[config.mk]
export PLATFORM = sky130hd
export DESIGN_NAME = spi_master_flat
export DESIGN_NICKNAME = d
export VERILOG_FILES = /design/src/rtl/spi_master_if.sv /design/src/rtl/spi_master.sv /design/src/flat_wrapper.sv
export SDC_FILE = /design/constraint.sdc
export NUM_CORES = 1
export LEC_CHECK = 0
export BUFFER_PORTS_ARGS = -buffer_cell sky130_fd_sc_hd__buf_2
export CAP_MARGIN = 0
export CORE_ASPECT_RATIO = 1.2
export CORE_MARGIN = 1
export CORE_UTILIZATION = 55
export CTS_CLUSTER_DIAMETER = 150
export DETAILED_ROUTE_END_ITERATION = 8
export GPL_TIMING_DRIVEN = 0
export PLACE_DENSITY = 0.84
export SYNTH_ARGS = -nofsm -noshare
export SYNTH_HDL_FRONTEND = slang
export SYNTH_SLANG_ARGS = --single-unit
[constraint.sdc]
create_clock -name clk -period 2.6 [get_ports clk]
set_input_delay 0.26 -clock clk [delete_from_list [all_inputs] [get_ports clk]]
set_output_delay 0.26 -clock clk [all_outputs]
set_load 0.005 [all_outputs]
[src/rtl/spi_master_if.sv]
// Signal bundle between the SPI master and its user/serial side.
// dbg_state exposes the master's FSM state for checkers.
interface spi_master_if;
    logic       start;
    logic [7:0] tx_data;
    logic       busy;
    logic       done;
    logic [7:0] rx_data;
    logic       sclk;
    logic       mosi;
    logic       miso;
    logic       ss_n;
    logic [1:0] dbg_state;

    modport master (
        input  start, tx_data, miso,
        output busy, done, rx_data, sclk, mosi, ss_n, dbg_state
    );

    modport slave (
        output start, tx_data, miso,
        input  busy, done, rx_data, sclk, mosi, ss_n, dbg_state
    );
endinterface

[src/rtl/spi_master.sv]
// SPI mode-0 master: one byte per transfer, MSB first, SCLK half-period = CLK_DIV clocks.
// Define SPI_MASTER_BURST_EN to chain transfers without releasing ss_n (start in last HOLD cycle).
module spi_master #(
    parameter int CLK_DIV = 4
) (
    input  logic         clk,
    input  logic         rst,
    spi_master_if.master bus
);
    // Handshake: start is sampled only while busy=0 (IDLE); the accepting edge raises busy.
    // done pulses for one cycle when rx_data takes the new byte; start in that cycle is accepted.
    typedef enum logic [1:0] {
        ST_IDLE  = 2'd0,
        ST_SETUP = 2'd1,
        ST_XFER  = 2'd2,
        ST_HOLD  = 2'd3
    } state_t;

    localparam logic [7:0] DIV_M1 = 8'(CLK_DIV - 1);

    state_t     r_state, w_state;
    logic [7:0] r_cnt, w_cnt;
    logic [3:0] r_half, w_half;
    logic       r_sclk, w_sclk;
    logic       r_ss_n, w_ss_n;
    logic       r_busy, w_busy;
    logic       r_done, w_done;
    logic [7:0] r_tx, w_tx;
    logic [7:0] r_rx, w_rx;
    logic [7:0] r_rx_data, w_rx_data;
    logic       w_phase_end;

    assign w_phase_end = (r_cnt == DIV_M1);

    always_comb begin
        w_state   = r_state;
        w_cnt     = r_cnt;
        w_half    = r_half;
        w_sclk    = r_sclk;
        w_ss_n    = r_ss_n;
        w_busy    = r_busy;
        w_done    = 1'b0;
        w_tx      = r_tx;
        w_rx      = r_rx;
        w_rx_data = r_rx_data;
        case (r_state)
            ST_IDLE: begin
                if (bus.start) begin
                    w_tx    = bus.tx_data;
                    w_ss_n  = 1'b0;
                    w_busy  = 1'b1;
                    w_cnt   = 8'd0;
                    w_state = ST_SETUP;
                end
            end
            ST_SETUP: begin
                if (w_phase_end) begin
                    w_cnt   = 8'd0;
                    w_half  = 4'd0;
                    w_sclk  = 1'b1;
                    w_rx    = {r_rx[6:0], bus.miso};
                    w_state = ST_XFER;
                end else begin
                    w_cnt = r_cnt + 8'd1;
                end
            end
            ST_XFER: begin
                if (w_phase_end) begin
                    w_cnt = 8'd0;
                    if (r_half == 4'd15) begin
                        w_state = ST_HOLD;
                    end else begin
                        w_half = r_half + 4'd1;
                        w_sclk = ~r_sclk;
                        // Even half-periods are high, so r_sclk=0 here means a rising edge.
                        if (!r_sclk) begin
                            w_rx = {r_rx[6:0], bus.miso};
                        end else if (r_half < 4'd14) begin
                            w_tx = {r_tx[6:0], 1'b0};
                        end
                    end
                end else begin
                    w_cnt = r_cnt + 8'd1;
                end
            end
            ST_HOLD: begin
                if (w_phase_end) begin
                    w_cnt     = 8'd0;
                    w_done    = 1'b1;
                    w_rx_data = r_rx;
`ifdef SPI_MASTER_BURST_EN
                    if (bus.start) begin
                        w_tx    = bus.tx_data;
                        w_half  = 4'd0;
                        w_sclk  = 1'b1;
                        w_rx    = {r_rx[6:0], bus.miso};
                        w_state = ST_XFER;
                    end else begin
                        w_ss_n  = 1'b1;
                        w_busy  = 1'b0;
                        w_tx    = 8'd0;
                        w_state = ST_IDLE;
                    end
`else
                    w_ss_n  = 1'b1;
                    w_busy  = 1'b0;
                    w_tx    = 8'd0;
                    w_state = ST_IDLE;
`endif
                end else begin
                    w_cnt = r_cnt + 8'd1;
                end
            end
            default: begin
                w_state = ST_IDLE;
            end
        endcase
    end

    always_ff @(posedge clk or posedge rst) begin
        if (rst) begin
            r_state   <= ST_IDLE;
            r_cnt     <= 8'd0;
            r_half    <= 4'd0;
            r_sclk    <= 1'b0;
            r_ss_n    <= 1'b1;
            r_busy    <= 1'b0;
            r_done    <= 1'b0;
            r_tx      <= 8'd0;
            r_rx      <= 8'd0;
            r_rx_data <= 8'd0;
        end else begin
            r_state   <= w_state;
            r_cnt     <= w_cnt;
            r_half    <= w_half;
            r_sclk    <= w_sclk;
            r_ss_n    <= w_ss_n;
            r_busy    <= w_busy;
            r_done    <= w_done;
            r_tx      <= w_tx;
            r_rx      <= w_rx;
            r_rx_data <= w_rx_data;
        end
    end

    // mosi is the top of the tx shift register, which is cleared when the frame ends.
    assign bus.mosi      = r_tx[7];
    assign bus.sclk      = r_sclk;
    assign bus.ss_n      = r_ss_n;
    assign bus.busy      = r_busy;
    assign bus.done      = r_done;
    assign bus.rx_data   = r_rx_data;
    assign bus.dbg_state = r_state;
endmodule

[src/flat_wrapper.sv]
// flat-port wrapper written by rule: the top's interface ports become plain ports
module spi_master_flat 
#(
    parameter int CLK_DIV = 4
)
  (clk, rst, bus_start, bus_tx_data, bus_miso, bus_busy, bus_done, bus_rx_data, bus_sclk, bus_mosi, bus_ss_n, bus_dbg_state);
  spi_master_if bus_i ();
  input  logic clk;
  input  logic rst;
  input wire logic [$bits(bus_i.start)-1:0] bus_start;
  input wire logic [$bits(bus_i.tx_data)-1:0] bus_tx_data;
  input wire logic [$bits(bus_i.miso)-1:0] bus_miso;
  output wire logic [$bits(bus_i.busy)-1:0] bus_busy;
  output wire logic [$bits(bus_i.done)-1:0] bus_done;
  output wire logic [$bits(bus_i.rx_data)-1:0] bus_rx_data;
  output wire logic [$bits(bus_i.sclk)-1:0] bus_sclk;
  output wire logic [$bits(bus_i.mosi)-1:0] bus_mosi;
  output wire logic [$bits(bus_i.ss_n)-1:0] bus_ss_n;
  output wire logic [$bits(bus_i.dbg_state)-1:0] bus_dbg_state;
  assign bus_i.start = bus_start;
  assign bus_i.tx_data = bus_tx_data;
  assign bus_i.miso = bus_miso;
  assign bus_busy = bus_i.busy;
  assign bus_done = bus_i.done;
  assign bus_rx_data = bus_i.rx_data;
  assign bus_sclk = bus_i.sclk;
  assign bus_mosi = bus_i.mosi;
  assign bus_ss_n = bus_i.ss_n;
  assign bus_dbg_state = bus_i.dbg_state;
  spi_master #(.CLK_DIV(CLK_DIV)) u_core (.clk(clk), .rst(rst), .bus(bus_i));
endmodule
==> impl_results.md <==
* Worst R2R Setup Slack at 320 ps
* CTS tree: yes
* Post-Syn Area at about 2100 um2
* Hold Crit Class: in -> async
* Sink Count at 42
* Vias in the first global route at 1,459
* Sw frac at 22.4%
* Root Driver: clkbuf_8
* P_leak at 1.17 nW
* Initial DRC Count at 45
* Final setup fails at 0
* Clock power frac at between 30% and 40%
* Fin cells at 265
* R2r startpoint: u_core.r_cnt[0]
* DR vias at approximately 1.5k
* Maximum vdd drop at 0.446 mV
* Power Internal at 852 uW
* Skew-Pair Late Insertion Delay at 300 ps
* Area Overhead vs Synth at 14.1%
* Unrepaired setup endpoints after global routing: no
* Gr ovfl total at 0
* Site row count at 24
* Cells after Synth at 178
* Core area at 3630 um2
* CTS Buf Count at 5
* Initial Utilization at 57.4%
* Max-slew violations at 0
* Seq cells post-synth at 42
* Crit Path Category: reg -> reg
* Die Height at 69.4 um
* CP max FO at 8
* Minimum clock period at 2280 ps
* F_max at 438 MHz
* Routed WL per cell at 14.8 um
* Ports at 27
* # diodes at 0
* Worst EP required at 2790 ps
* Max cap viols at 0
* Nets@finish at approximately 230
* FF-to-FF End: u_core.r_tx[5]
* Ys Warns at 0
* Placed cells at 256
* Sequential area share after synthesis at 50.5%
* H-tree depth at 2
* DRC at 0
* Ys flop type: dfrtp_1
* CTS clk-pin slew, worst paths at 80 ps
* Worst R2R Path Depth at 7
* Worst-Margin Slew at approximately 830 ps
* Max Buffers Root-to-Sink at 2
* Fraction of layout cells with a size suffix above 1 at 32.4%
* Startpoint types: register
* Total GRT Usage at 21.8%
* Final Util at 65.5%
* Total Wirelength at 3.92 mm
* Routability cong. at about 0.85
* Period utilization at between 80% and 90%
* Psw at 246 uW
* Async SR Flop Fraction at 100%
* Critical Path Source: u_core.r_cnt[0]
* Sequential power share at between 50% and 60%
* Worst Setup End Kind: register
* P per Cell Area at 462 nW/um2
* Die Wd at 58.2 um
* Antenna violations before repair at 0
* Largest net degree at the start of global routing at 43
* 1st-pass router iterations at 4
* Via/cell ratio at 5.76
* Arr. time, crit path at 2470 ps
* Relative slew slack at 44.6%
* Die Area at 4040 um2
* Mapped Nets at 198
* Post-route ant nets at 0
* Post-CTS Hold Fix Bufs at 0
* Average size of a mapped cell at roughly 12 um2
* HPWL after detailed placement at 2.77 mm
* Outcome: finished clean
* Comb pwr share at roughly 2.4%
* Critical path endpoint: u_core.r_tx[5]
* Skew final at 4.74 ps
* Distinct cells, synth at 40
* First-pass GRT wire length at 6.56 mm
* Worst hold margin at about 110 ps
* EDFF count, synth at 0
* Setup TNS at 0 ps
* Final Hold Fails at 0
* IO buf count at 26
==> state kept, by name, summed over array words and instances, names as in the netlist <==
name	count
u_core.bus.sclk	1
u_core.bus.dbg_state	2
u_core.r_half	4
u_core.bus.ss_n	1
u_core.r_rx	8
u_core.r_cnt	8
u_core.bus.rx_data	8
u_core.r_tx	8
u_core.bus.done	1
u_core.bus.busy	1
==> power groups by stage <==
stage,Sequential [mW],Clock (mW),Combinational [mW]
CTS,0.654,0.434,0.0277
floorplan,0.667,0,0.0150
detailed placement,0.667,0,0.0276
finish,0.654,0.418,0.0265
global route,0.654,0.457,0.0313
global placement,0.667,0,0.0274
==> metal layers <==
metal  track usage, %  vias up  share of wire (%)
met5                0        -                  0
met1             28.0      754                 43
met4             8.73        0                1.8
met3             5.60        7                3.4
li1                 -      726                  -
met2             35.0       39                 52
==> worst min path at each step <==
stage	depth (start not counted)	slack (ps)	startpoint	endpoint
after detailed placement	2	480	rst	u_core.bus.done
after floorplan	1	410	bus_miso	u_core.r_rx[0]
after CTS	2	140	rst	u_core.r_rx[6]
after global routing	2	180	bus_miso	u_core.r_rx[0]
final	2	110	rst	u_core.bus.rx_data[7]
after global placement	1	480	u_core.r_cnt[7]	u_core.r_cnt[7]
==> metrics by stage <==
| step | worst slack [ps] | area, um2 | power, mW |
|---|---|---|---|
| floorplan | 456 | 2080 | 0.682 |
| global placement | 131 | 2280 | 0.694 |
| detailed placement | 100 | 2280 | 0.695 |
| CTS | 91.1 | 2370 | 1.12 |
| global route | 177 | 2380 | 1.14 |
| finish | 318 | 2380 | 1.10 |
==> cell usage in the layout (no fill, tap or decap), types with 3 or more instances in the layout <==
cell type	n
a21oi_1	8
a22o_1	12
buf_2	27
clkbuf_1	3
clkbuf_8	5
dfrtp_1	41
ha_1	8
inv_1	5
mux2_2	24
mux2i_1	3
nand2_1	9
nand3_1	7
nor2_1	9
nor3_1	9
o21ai_0	6
o31ai_1	3
or3_1	3
==> worst max-delay path: stages (launching register included) <==
cell and delay (ps):
dfrtp_1 400, ha_1 250, or4b_1 440, buf_4 180, nor4_1 310, a22oi_2 130
buf_4 180, mux2_2 270
==> kinds of logic (layout without fill, tap and decap cells) <==
group | after synthesis | after routing | share of synthesized area (%)
simple gates | 47 | 47 | 11.9
flops | 42 | 42 | 50.5
compound gates | 39 | 39 | 14.6
mux | 28 | 28 | 14.9
buf+inv | 12 | 47 | 2.40
fa+ha+maj | 8 | 8 | 4.80
xor+xnor | 2 | 2 | 0.840
==> cell type report <==
cell class,instances,area (um2)
buffer,6,28.8
clock buffer,5,68.8
multi-input combinational,124,982
sequential,42,1050
tap,52,65.1
timing repair buffer,27,138
fill,291,1250
clock inverter,3,21.3
inverter,6,22.5
==> cell usage after synthesis, types with 6 or more instances <==
| cell type | number | area, um2 |
|---|---|---|
| dfrtp_1 | 41 | 1030 |
| mux2_2 | 24 | 270 |
| a22o_1 | 12 | 105 |
| nand2_1 | 9 | 33.8 |
| nor2_1 | 9 | 33.8 |
| nor3_1 | 9 | 45.0 |
| a21oi_1 | 8 | 40.0 |
| ha_1 | 8 | 100 |
| nand3_1 | 7 | 35.0 |
| inv_1 | 6 | 22.5 |
| o21ai_0 | 6 | 30.0 |
==> timing repair <==
item / CTS / global route
setup endpoints to repair: 0 / 7
resized for setup: 0 / 1
buffers inserted: 0 / 1
hold endpoints to repair: 0 / 0
No activity file was read; power rests on OpenSTA's default activity.
